--- config.mk ---
export PLATFORM = sky130hd
export DESIGN_NAME = mem_arbiter
export DESIGN_NICKNAME = d
export VERILOG_FILES = /design/src/rtl/mem_arbiter.sv
export SDC_FILE = /design/constraint.sdc
export NUM_CORES = 1
export LEC_CHECK = 0
export BUFFER_PORTS_ARGS = -buffer_cell sky130_fd_sc_hd__buf_2
export CORE_UTILIZATION = 45
export DETAILED_ROUTE_END_ITERATION = 7
export MAX_ROUTING_LAYER = met4
export PLACE_DENSITY = 0.83
export SYNTH_ARGS = -nofsm -noshare
export SYNTH_HDL_FRONTEND = slang
export SYNTH_SLANG_ARGS = --single-unit
--- constraint.sdc ---
create_clock -name clk -period 1.6 [get_ports clk]
set_input_delay 0.32 -clock clk [delete_from_list [all_inputs] [get_ports clk]]
set_output_delay 0.32 -clock clk [all_outputs]
set_load 0.01 [all_outputs]
--- src/rtl/mem_arbiter.sv ---
// Two-port round-robin arbiter in front of a single-port synchronous memory.
// Serialises req/ack transactions from port 0 (CPU) and port 1; all outputs are registered.
module mem_arbiter #(
  parameter int unsigned MEM_LAT = 1,
  parameter int unsigned AW      = 16,
  parameter int unsigned DW      = 16
) (
  input  logic          clk,
  input  logic          rst_n,
  input  logic          p0_req,
  input  logic          p0_we,
  input  logic [AW-1:0] p0_addr,
  input  logic [DW-1:0] p0_wdata,
  output logic [DW-1:0] p0_rdata,
  output logic          p0_ack,
  output logic          p0_gnt,
  input  logic          p1_req,
  input  logic          p1_we,
  input  logic [AW-1:0] p1_addr,
  input  logic [DW-1:0] p1_wdata,
  output logic [DW-1:0] p1_rdata,
  output logic          p1_ack,
  output logic          p1_gnt,
  output logic [AW-1:0] mem_addr,
  output logic [DW-1:0] mem_wdata,
  output logic          mem_we,
  input  logic [DW-1:0] mem_rdata,
  output logic          busy
);

  typedef enum logic [1:0] {StIdle, StAccess, StWait, StResp} state_e;

  state_e        r_state, w_state_d;
  logic          r_last, w_last_d;
  logic [2:0]    r_cnt, w_cnt_d;
  logic [AW-1:0] r_mem_addr, w_mem_addr_d;
  logic [DW-1:0] r_mem_wdata, w_mem_wdata_d;
  logic          r_mem_we, w_mem_we_d;
  logic [DW-1:0] r_p0_rdata, w_p0_rdata_d;
  logic [DW-1:0] r_p1_rdata, w_p1_rdata_d;
  logic          r_p0_ack, w_p0_ack_d;
  logic          r_p1_ack, w_p1_ack_d;
  logic          r_p0_gnt, w_p0_gnt_d;
  logic          r_p1_gnt, w_p1_gnt_d;
  logic          r_busy, w_busy_d;
  logic          w_win;

  always_ff @(posedge clk) begin
    if (!rst_n) begin
      r_state     <= StIdle;
      r_last      <= 1'b1;
      r_cnt       <= '0;
      r_mem_addr  <= '0;
      r_mem_wdata <= '0;
      r_mem_we    <= 1'b0;
      r_p0_rdata  <= '0;
      r_p1_rdata  <= '0;
      r_p0_ack    <= 1'b0;
      r_p1_ack    <= 1'b0;
      r_p0_gnt    <= 1'b0;
      r_p1_gnt    <= 1'b0;
      r_busy      <= 1'b0;
    end else begin
      r_state     <= w_state_d;
      r_last      <= w_last_d;
      r_cnt       <= w_cnt_d;
      r_mem_addr  <= w_mem_addr_d;
      r_mem_wdata <= w_mem_wdata_d;
      r_mem_we    <= w_mem_we_d;
      r_p0_rdata  <= w_p0_rdata_d;
      r_p1_rdata  <= w_p1_rdata_d;
      r_p0_ack    <= w_p0_ack_d;
      r_p1_ack    <= w_p1_ack_d;
      r_p0_gnt    <= w_p0_gnt_d;
      r_p1_gnt    <= w_p1_gnt_d;
      r_busy      <= w_busy_d;
    end
  end

  always_comb begin
    w_state_d     = r_state;
    w_last_d      = r_last;
    w_cnt_d       = r_cnt;
    w_mem_addr_d  = r_mem_addr;
    w_mem_wdata_d = r_mem_wdata;
    w_mem_we_d    = 1'b0;
    w_p0_rdata_d  = r_p0_rdata;
    w_p1_rdata_d  = r_p1_rdata;
    w_p0_ack_d    = 1'b0;
    w_p1_ack_d    = 1'b0;
    w_p0_gnt_d    = r_p0_gnt;
    w_p1_gnt_d    = r_p1_gnt;
    // 1 selects port 1; on contention the port that did not win last time goes first
    w_win         = (p0_req && p1_req) ? ~r_last : p1_req;

    unique case (r_state)
      StIdle: begin
        if (p0_req || p1_req) begin
          w_state_d     = StAccess;
          w_last_d      = w_win;
          w_p0_gnt_d    = ~w_win;
          w_p1_gnt_d    = w_win;
          w_mem_addr_d  = w_win ? p1_addr : p0_addr;
          w_mem_wdata_d = w_win ? p1_wdata : p0_wdata;
          w_mem_we_d    = w_win ? p1_we : p0_we;
        end
      end
      StAccess: begin
        w_state_d = StWait;
        w_cnt_d   = 3'(MEM_LAT - 1);
      end
      StWait: begin
        if (r_cnt == 3'd0) begin
          w_state_d = StResp;
          if (r_p1_gnt) begin
            w_p1_rdata_d = mem_rdata;
            w_p1_ack_d   = 1'b1;
          end else begin
            w_p0_rdata_d = mem_rdata;
            w_p0_ack_d   = 1'b1;
          end
        end else begin
          w_cnt_d = r_cnt - 3'd1;
        end
      end
      StResp: begin
        w_state_d  = StIdle;
        w_p0_gnt_d = 1'b0;
        w_p1_gnt_d = 1'b0;
      end
      default: w_state_d = StIdle;
    endcase

    w_busy_d = (w_state_d != StIdle);
  end

  assign p0_rdata  = r_p0_rdata;
  assign p1_rdata  = r_p1_rdata;
  assign p0_ack    = r_p0_ack;
  assign p1_ack    = r_p1_ack;
  assign p0_gnt    = r_p0_gnt;
  assign p1_gnt    = r_p1_gnt;
  assign mem_addr  = r_mem_addr;
  assign mem_wdata = r_mem_wdata;
  assign mem_we    = r_mem_we;
  assign busy      = r_busy;

endmodule
After elaboration in Yosys (flattened, before gate mapping). Cells that the tools add are included.

Add/subtract/negate cells: 1. Eq/ne operators: 5. Multiplexer cells: 15. Bitwise logic cells: 3. Reductions and logical operators: 14.

Operator list (number): $mux 16 (2); $reduce_and 3->1 (4); $pmux 2 s4 (1); $mux 1 (6); $pmux 3 s2 (1); $reduce_and 2->1 (3); $reduce_bool 2->1 (3); $eq 2x2->1 const B (2); $mux 2 (2); $ne 2x2->1 const B (2); $pmux 1 s2 (2); $logic_not 3->1 (1); $mux 3 (1); $not 1->1 (3); $sub 3x1->3 const B (1); $eq 2x1->1 const B (1); $logic_not 2->1 (1); $logic_and 1x1->1 (1); $logic_or 1x1->1 (1).

Register bits: 76. Input bits: 86. Output and inout bits: 70. Logic and storage cells: 51.

Logic depth before layout (Yosys ltp).
Word-level depth: 5. Gate-level depth with buffers: 8. Gate-level depth less buffers: 6.

Least setup slack after synthesis. No wires, ideal clock.

Kind: flip-flop to flip-flop. From: register r_cnt[0]. To: register r_p1_ack, in the netlist p1_ack. Setup time: 0.115 ns. Arrival: 1.356 ns. Data required time: 1.485 ns. Path slack: 0.129 ns. Cell stages (with the launch flop): 8. Path buffers: 2. Period minus slack after synthesis: 1.471 ns. Cell sequence: dfxtp_1 -> inv_1 -> ha_1 -> ha_1 -> and3_1 -> buf_4 -> buf_4 -> and2_1.

Word-level cells in the longest chain between the ends: 2.

Ends and longest elaborated chain: start, declared (line 35) `logic [2:0] r_cnt, w_cnt_d;`; start signal, assigned (line 66) `r_cnt <= w_cnt_d;`; $logic_not 3->1 (line 113) `if (r_cnt == 3'd0) begin`; $reduce_and 3->1 (no line); end signal, assigned (line 73) `r_p1_ack <= w_p1_ack_d;`; end, declared (line 42) `logic r_p1_ack, w_p1_ack_d;`.

Every way passes these cells. A chain may end at the register's enable or synchronous reset.

Final worst setup path.
From: register r_cnt[0]. To: register r_p0_rdata[9], in the netlist p0_rdata[9].

Word-level cells in the longest chain between the ends: 2.

Ends and longest elaborated chain: $logic_not 3->1 (line 113); $reduce_and 3->1 (no line); end signal, assigned (line 70) `r_p0_rdata <= w_p0_rdata_d;`; end, declared (line 39) `logic [DW-1:0] r_p0_rdata, w_p0_rdata_d;`.

Every way passes these cells.

==> out/qor.yml <==
status: "complete, no violations"
core_sq_um: 6760
yosys.area_share.simple: 0.163
routed_wirelength_um: 8540
cts-root-buf: "clkbuf_8"
hold_path.class: "input port to flop"
synth.distinct_cells: 29
min_path_cells: 3
layout-drive-gt1-share: 0.360
r2r-start: "r_cnt[0]"
antenna_found_initial: 0
cts_buffers: 9
finish.utilization: 0.633
synth_compound_area_frac: 0.269
drt-wirelength-per-cell_um: 13.9
drc: 0
leakage_nw: 2.03
grt_pass1_vias: 2915
drv_slew: 0
diodes: 0
finalSetupViolations: 0
r2r_slack_ps: 30
whs_endpoint: "mem_wdata[3]"
cp-end-kind: "flop"
post_cts_buffers: 0
finalCritPeriodShare: 0.983
num_vias: 3237
fill_cells: 596
clk_latency_ps: 340
finalHoldWorstSlack_ps: 206
netlist.area_leader.share: 0.486
ys_warn_count: 0
track_usage: 0.233
pwr_density_cell_nw_per_um2: 1320
worst_pin_slew_ps: 651
drt-initial-drc-count: 107
synth_top_family_by_area: "compound AO/OA/AOI/OAI gates"
r2r-end: "p0_rdata[9]"
vias_per_cell: 5.27
drt_first_pass_iters: 8
timing.setup.tns_ps: 0
ant_nets: 0
hold_start: "p0_wdata[3]"
yosysSeqAreaShare: 0.486
grt_pass1_wl_um: 13100
synth_fa_ha_area_frac: 0.0240
synthMuxAreaShare: 0
fmax_mhz: 636
cp.required_ps: 1850
globalplace.congestion: 0.780
skew_ps: 14.2
slew_headroom: 0.566
ff2ff_path_depth: 8
crit_start: "r_cnt[0]"
total_power_mw: 5.63
layout_min_cycle_time_ps: 1570
synth-xor-area-share: 0
avgSynthCellArea_sq_um: 8.20
synthesis.area_sq_um: 3130
ys_seq_elements: 76
critPathLaunchType: "flop"
cts_hold_buffers: 0
grt_max_degree: 78
fp.dieH_um: 85.4
die_w_um: 85.4
cts.sinks: 76
yosysTopAreaCell: "dfxtp_1"
cts_tree: "yes"
clk_pin_slew_worst_paths_ps: 90
syn_nets: 474
rows: 30
worstPathMaxFanout: 8
initial_core_util: 0.464
die-area_sq_um: 7300
nNetsFinal: 621
area_growth_syn_to_layout_pct: 36.6
dp_hpwl_um: 5620
pre_cts_slack_ps: -73.5
hold_viol_final: 0
irDropWorstVdd_v: 0.000664
syn_inst: 382
maxCapViolations: 0
port_buffers: 155
overflow: 0
yosys-top-cells-area: "dfxtp_1 (49%), nand2_1 (12%), a21oi_1 (11%)"
cts_max_level: 3
ios: 156
critPathKind: "flop to flop"
timing.final.ws_setup_ps: 27.0
cp_data_arrival_time_ps: 1830
clock_path_buffers: 2
per-layer routing:
| layer | wire (um) | global-route usage | vias to the layer above |
|---|---|---|---|
| li1 | - | - | 1581 |
| met1 | 3670 | 0.283 | 1503 |
| met2 | 4100 | 0.376 | 139 |
| met3 | 628 | 0.0564 | 14 |
| met4 | 144 | 0.0894 | 0 |
| met5 | 0 | - | - |
power by group:
group,switching (mW),total (mW),internal [mW]
Sequential,0.163,2.37,2.20
Clock,0.717,1.60,0.879
Combinational,0.947,1.66,0.716
Total,1.83,5.63,3.80
stage by stage:
step,cell area (sq um),std cells
after floorplan,3130,382
after global routing,4280,614
final,4280,614
after CTS,4200,612
after global placement,3980,596
after detailed placement,3980,596
placed cells by master (no fill, tap or decap), types with 2 or more instances in the layout:
cell type / count
buf_2: 155
nand2_1: 99
dfxtp_1: 73
a21oi_1: 66
o21ai_0: 35
a21boi_0: 19
a21boi_1: 13
clkbuf_8: 9
buf_12: 6
inv_1: 5
and2_1: 4
and3_1: 4
o21a_1: 4
ha_1: 4
nand2b_1: 3
nor2_1: 3
nor2b_1: 3
bufinv_16: 2
clkinvlp_4: 2
clkbuf_16: 2
dfxtp_2: 2
layout make-up:
class                      instances  area (sq um)  area share
clock buffer                      10           128      0.0298
clock inverter                     6          88.8      0.0208
inverter                           5          18.8     0.00439
multi-input combinational        272          1450       0.339
sequential                        76          1530       0.357
tap                               80           100      0.0234
timing repair buffer             165           965       0.226
timing repair:
action | 4_1_cts | 5_1_grt
pin swaps | 0 | 3
setup endpoints to repair | 32 | 33
resized for setup | 2 | 17
gates cloned | 0 | 2
worst max path at each step:
stage	slack [ps]	endpoint	cells past startpoint
5_1_grt	-60	p0_rdata[9]	8
6_report	30	p0_rdata[9]	8
2_1_floorplan	130	p1_ack	7
3_5_place_dp	-70	p0_rdata[7]	6
4_1_cts	40	busy	7
3_3_place_gp	60	p1_rdata[15]	6
Yosys cell counts, drive strengths merged:
cell type  number
a21bo           1
a21boi         33
a21oi          66
a32oi           1
and2            4
and3            5
and3b           1
buf            18
clkbuf         11
dfxtp          76
ha              6
inv             5
nand2          99
nand2b          3
nand3           2
nand3b          1
nand4           1
nor2            3
nor2b           3
o21a            5
o21ai          37
o31ai           1
kinds of logic (layout without fill, tap and decap cells):
logic type / count (synthesis) / in the layout
AO/OA/AOI/OAI: 144 / 144
adder cells (fa/ha/maj): 6 / 6
buffers and inverters: 34 / 186
flip-flops: 76 / 76
AND/OR/NAND/NOR: 122 / 122
sequential cells by signal (all words and copies together), names as in the netlist:
signal and cells:
r_last 1, p1_rdata 16, p0_gnt 1, p1_ack 1, r_cnt 3, busy 1, r_state 2, p1_gnt 1
mem_wdata 16, mem_addr 16, p0_rdata 16, mem_we 1, p0_ack 1
worst max-delay path: stages (launching register included):
cell      delay [ps]
dfxtp_2          330
inv_1             40
ha_2             190
ha_4             170
buf_6            120
nand3b_1         200
buf_12           160
nand2_1           60
a21boi_0         200
Power figures use the tool's default switching activity.
